**src/rtl/accum_unpacker.sv**
```systemverilog
// Serialises a packed 4-lane accumulator result into W-bit beats (4/2/1 by mode).
// Define ACC_UNPACK_PIPE_EN to reload on the last beat for bubble-free packets.
module accum_unpacker #(
    parameter int W = 16
) (
    input  logic         clk,
    input  logic         rst,
    input  logic         in_valid,
    output logic         in_ready,
    input  logic [1:0]   in_mode,
    input  logic [4*W-1:0] in_data,
    output logic         out_valid,
    input  logic         out_ready,
    output logic [W-1:0] out_data,
    output logic [1:0]   out_idx,
    output logic         out_last,
    output logic         err
);

    typedef enum logic {IDLE, SEND} state_t;

    state_t         state, state_n;
    logic [4*W-1:0] data_q, data_n;
    logic [1:0]     idx_q, idx_n;
    logic [1:0]     last_idx_q, last_idx_n;
    logic           err_n;
    logic           accept, fire, is_last, illegal;
    logic [1:0]     lane;
    logic [1:0]     mode_last;

    assign is_last   = (state == SEND) && (idx_q == last_idx_q);
    assign out_valid = (state == SEND);
    assign out_idx   = idx_q;
    assign out_last  = is_last;
    assign lane      = last_idx_q - idx_q;
    assign out_data  = data_q[lane*W +: W];

`ifdef ACC_UNPACK_PIPE_EN
    assign in_ready = !rst && ((state == IDLE) || (is_last && out_ready));
`else
    assign in_ready = !rst && (state == IDLE);
`endif

    assign accept  = in_valid && in_ready;
    assign fire    = out_valid && out_ready;
    assign illegal = (in_mode == 2'b10);

    // Highest beat index for the incoming mode; mode 10 never reaches SEND
    always_comb begin
        mode_last = 2'd0;
        unique case (in_mode)
            2'b00:   mode_last = 2'd3;
            2'b01:   mode_last = 2'd1;
            default: mode_last = 2'd0;
        endcase
    end

    always_comb begin
        state_n    = state;
        data_n     = data_q;
        idx_n      = idx_q;
        last_idx_n = last_idx_q;
        err_n      = 1'b0;
        unique case (state)
            IDLE: begin
                if (accept) begin
                    if (illegal) begin
                        err_n = 1'b1;
                    end else begin
                        data_n     = in_data;
                        last_idx_n = mode_last;
                        idx_n      = 2'd0;
                        state_n    = SEND;
                    end
                end
            end
            SEND: begin
                if (fire) begin
                    if (!is_last) begin
                        idx_n = idx_q + 2'd1;
                    end else begin
                        state_n = IDLE;
`ifdef ACC_UNPACK_PIPE_EN
                        if (accept) begin
                            if (illegal) begin
                                err_n = 1'b1;
                            end else begin
                                data_n     = in_data;
                                last_idx_n = mode_last;
                                idx_n      = 2'd0;
                                state_n    = SEND;
                            end
                        end
`endif
                    end
                end
            end
            default: state_n = IDLE;
        endcase
    end

    always_ff @(posedge clk or posedge rst) begin
        if (rst) begin
            state      <= IDLE;
            data_q     <= '0;
            idx_q      <= 2'd0;
            last_idx_q <= 2'd0;
            err        <= 1'b0;
        end else begin
            state      <= state_n;
            data_q     <= data_n;
            idx_q      <= idx_n;
            last_idx_q <= last_idx_n;
            err        <= err_n;
        end
    end

endmodule

```
**config.mk**
```make
export PLATFORM = sky130hd
export DESIGN_NAME = accum_unpacker
export DESIGN_NICKNAME = d
export VERILOG_FILES = /design/src/rtl/accum_unpacker.sv
export SDC_FILE = /design/constraint.sdc
export NUM_CORES = 1
export LEC_CHECK = 0
export CAP_MARGIN = 20
export CORE_UTILIZATION = 32
export DETAILED_ROUTE_END_ITERATION = 6
export GPL_ROUTABILITY_DRIVEN = 0
export HOLD_SLACK_MARGIN = 0.15
export SLEW_MARGIN = 10
export SYNTH_ARGS = -nofsm -noshare
export SYNTH_HDL_FRONTEND = slang
export SYNTH_SLANG_ARGS = --single-unit
```
**constraint.sdc**
```tcl
create_clock -name clk -period 2.3 [get_ports clk]
set_input_delay 0.345 -clock clk [delete_from_list [all_inputs] [get_ports clk]]
set_output_delay 0.345 -clock clk [all_outputs]
set_load 0.05 [all_outputs]
```
## After elaboration in Yosys (flattened, before gate mapping)

Cells that the tools add are included.

| word-level totals | value |
|---|---|
| bits of input ports | 70 |
| logic and storage cells | 39 |
| output and inout port bits | 22 |
| bits in registers | 70 |

| operators by class | value |
|---|---|
| eq/ne operators | 7 |
| mux-type cells | 14 |
| add/sub/neg operators | 2 |
| shift-type cells | 1 |
| bitwise operators | 2 |
| reductions and logical operators | 8 |

Operator list:

| cell | number |
|---|---|
| 64-bit by 7-bit variable part select with 16-bit output | 1 |
| 2-bit 2-to-1 mux | 4 |
| 2-bit one-hot mux with 2 select lines | 2 |
| 1-bit 2-to-1 mux | 7 |
| 2-bit != test, second input constant | 3 |
| 1-bit logical AND | 4 |
| 4-bit AND reduction | 1 |
| 3-bit AND reduction | 1 |
| 2-bit by 1-bit adder with 2-bit output, second input constant | 1 |
| 2-bit by 1-bit equality test with 1-bit output, second input constant | 1 |
| 2-bit equality test | 1 |
| 2-bit equality test, second input constant | 1 |
| 2-bit zero test | 1 |
| 2-bit by 1-bit != test with 1-bit output, second input constant | 1 |
| 1-bit NOT | 2 |
| 1-bit one-hot mux with 2 select lines | 1 |
| 2-bit subtractor | 1 |
| 1-bit zero test | 1 |

## Logic depth before layout (Yosys ltp)

| depth | value |
|---|---|
| depth after elaboration | 5 |
| depth in mapped cells | 5 |
| mapped depth without buffers | 4 |

## Least setup slack after synthesis

No wires, ideal clock.

| path | value |
|---|---|
| kind | register -> output |
| start | register idx_q[0] (netlist: out_idx[0]) |
| end | output port out_data[0] |
| path buffers | 0 |
| setup slack | -0.174 ns |
| cell stages (with the launch flop) | 4 |
| arrival | 2.129 ns |
| required time | 1.955 ns |
| cell sequence | dfrtp_1 > ha_1 > xor2_4 > mux4_1 |

| between the ends | value |
|---|---|
| longest elaborated chain between the ends | 2 |

Ends and longest elaborated chain:

| what | line | RTL |
|---|---|---|
| start: declaration | 24 | `logic [1:0] idx_q, idx_n;` |
| start signal: assignment | 112 | `idx_q <= idx_n;` |
| 2-bit subtractor | 35 | `assign lane = last_idx_q - idx_q;` |
| 64-bit by 7-bit variable part select with 16-bit output | 36 | `assign out_data = data_q[lane*W +: W];` |
| end: declaration | 14 | `output logic [W-1:0] out_data,` |

No other way between the ends.

## Worst setup path after layout

| path | value |
|---|---|
| start | register idx_q[1] (netlist: out_idx[1]) |
| end | output port out_data[0] |

The elaborated chain is that of the path after synthesis.

==> flow_metrics.env <==
export IMPL_status="finished with violations"
export IMPL_violations="negative setup slack"
export IMPL_synth_top_area_share_pct=56.2
export IMPL_coreArea_mm2=0.00933
export IMPL_critPathArrivalTime_ns=2.10
export IMPL_cts_buffer_depth=2
export IMPL_crit_fanout=5
export IMPL_layout_drive_gt1_share_pct=45.8
export IMPL_num_rows=35
export IMPL_clkTransAtPathRegs_ns=0.07
export IMPL_crit_family="multiplexers"
export IMPL_skew_ns=0.00637
export IMPL_grt_total_usage_pct=14.5
export IMPL_slowest_delay_ns=0.53
export IMPL_layout_cells_non_filler=426
export IMPL_ios=92
export IMPL_ys_ff_latch=70
export IMPL_grt_pass1_vias=2126
export IMPL_portBuffers=91
export IMPL_drt_iter0_markers=15
export IMPL_antenna_cells=0
export IMPL_critPathBufInv=2
export IMPL_wl_mm=6.57
export IMPL_fin_ws_ns=-0.145
export IMPL_dieArea_mm2=0.0101
export IMPL_final_common_cell="clkdlybuf4s50_1"
export IMPL_finalSetupViolations=16
export IMPL_die_width_um=101
export IMPL_cts_tree="built"
export IMPL_firstDrtPassIters=4
export IMPL_clock_sinks=70
export IMPL_cp_common_cell="buf_6"
export IMPL_ant_nets=0
export IMPL_cp_data_required_time_ns=1.96
export IMPL_syn_area_mm2=0.00312
export IMPL_tightest_slew_ns=0.557
export IMPL_antenna_found_initial=0
export IMPL_ys_warn_count=0
export IMPL_clkLatencyLatePin_ns=0.34
export IMPL_n_fill_cell=861
export IMPL_slew_viol_final=0
export IMPL_dpl_hpwl_mm=4.74
export IMPL_finalCritPeriodShare_pct=106
export IMPL_multi_input_area_mm2=0.00130
export IMPL_start_util_pct=33.4
export IMPL_post_place_cells=409
export IMPL_finalHoldViolations=0
export IMPL_rsz0062_at_grt="true"
export IMPL_yosys_area_top_type="dfrtp_1"
export IMPL_crit_slowest_cell="mux4_2"
export IMPL_via_count=1946
export IMPL_area_growth_pct=44.0
export IMPL_timing_slew_headroom_pct=62.7
export IMPL_max_freq_ghz=0.409
export IMPL_start_kind="flip-flop"
export IMPL_synthDistinctLibCells=27
export IMPL_postPlaceCellArea_mm2=0.00421
export IMPL_drv_cap=0
export IMPL_cp_cell_sequence="xnor2_4 > xor2_4 > buf_6 > mux4_2 > buf_6"
export IMPL_synth_nets=258
export IMPL_hp_class="in -> async"
export IMPL_numCtsBuffers=9
export IMPL_critPathCaptureType="output port"
export IMPL_final_cell_mix="73 x clkdlybuf4s50_1, 67 x dfrtp_1, 64 x mux2_2"
export IMPL_drt_vias_per_instance=4.57
export IMPL_drc=0
export IMPL_fin_area_mm2=0.00449
export IMPL_synthTopCellsByArea="dfrtp_1 56%, mux2_2 23%, mux4_2 7.2%, mux4_1 5.1%, buf_2 0.96%"
export IMPL_seqCellArea_mm2=0.00176
export IMPL_critPathKind="reg -> out"
export IMPL_min_period_ns=2.45
export IMPL_holdWs_ns=0.406
export IMPL_avgSynthCellArea_um2=16.7
export IMPL_grt_max_degree=33
export IMPL_ys_seq_area_share_pct=56.2
export IMPL_root_buffer="clkbuf_8"
export IMPL_wl_per_cell_um=15.4
export IMPL_dieHeight_um=101
export IMPL_grt_overflow_total=0
export IMPL_grt_pass1_wl_mm=11.0
export IMPL_post_place_ws_ns=0.115
export IMPL_layout_nets=364
export IMPL_htreeDepth=3
export IMPL_synthCells=187
[synth_stat cells]
master / n
buf_12: 1
ha_1: 1
inv_1: 3
nor3b_1: 1
nor2_1: 3
xnor2_2: 1
buf_2: 6
nor2b_1: 1
nand2b_1: 1
mux2i_1: 1
mux2_2: 64
a2111o_1: 1
o21ai_0: 2
clkbuf_1: 2
a21o_1: 1
xor2_4: 1
a21oi_1: 1
a22o_1: 1
dfrtp_1: 70
nand2_1: 3
mux4_2: 10
or3b_2: 1
and3_2: 1
mux4_1: 6
nand3_1: 2
o211ai_1: 1
o21a_1: 1
[per-layer routing]
layer	global-route usage, %	wire length (µm)	vias to the layer above
li1	-	-	903
met1	19.2	3010	974
met2	22.0	3020	63
met3	6.03	479	6
met4	3.68	65	0
met5	0	0	-
[metrics by stage]
| step | util [%] | TNS, ns |
|---|---|---|
| 2_1_floorplan | - | -0.584 |
| 3_3_place_gp | 45.2 | 0 |
| 3_5_place_dp | 45.2 | 0 |
| 4_1_cts | 48.0 | -2.80 |
| 5_1_grt | 48.1 | -3.76 |
| 6_report | 48.1 | -2.01 |
[cells by family after synthesis]
logic type / after synthesis / synth area share (%)
buffers and inverters: 12 / 2.21
multiplexers: 81 / 35.7
AND/OR/NAND/NOR: 13 / 2.21
adder cells (fa/ha/maj): 1 / 0.401
XOR/XNOR: 2 / 1.41
flip-flops: 70 / 56.2
AO/OA/AOI/OAI: 8 / 1.85
[sequential cells by signal (all words and copies together), names as in the netlist]
register / count
out_idx: 2
err: 1
data_q: 64
last_idx_q: 2
out_valid: 1
[cell type report]
| cell class | instances | area share (%) |
|---|---|---|
| well taps | 129 | 3.60 |
| flip-flops and latches | 70 | 39.1 |
| clock buffers | 11 | 3.37 |
| inverters | 3 | 0.251 |
| clock inverters | 4 | 0.502 |
| multi-input cells | 105 | 29.0 |
| repair buffers | 104 | 24.2 |
[path summary, 6_finish.rpt]
path	start	cells after the start	slack [ns]	to
min in group clk	last_idx_q[0]	1	0.49	last_idx_q[0]
setup / recovery	out_idx[1]	5	-0.15	out_data[0]
setup reg to reg	out_valid	4	0.59	data_q[42]
max in group asynchronous	rst	3	1.31	last_idx_q[0]
hold / removal	rst	2	0.41	data_q[0]
hold reg to reg	last_idx_q[0]	1	0.49	last_idx_q[0]
[what timing repair did]
item | 4_1_cts | 5_1_grt
resized for setup | 20 | 2
pin swaps | 2 | 0
endpoints found under the setup margin | 16 | 16
buffers inserted | 2 | 0
hold buffers | 0 | 0
Power is left out: the tool's default activity adds up to more than one toggle a clock period on the data nets, which glitch-free logic cannot reach.
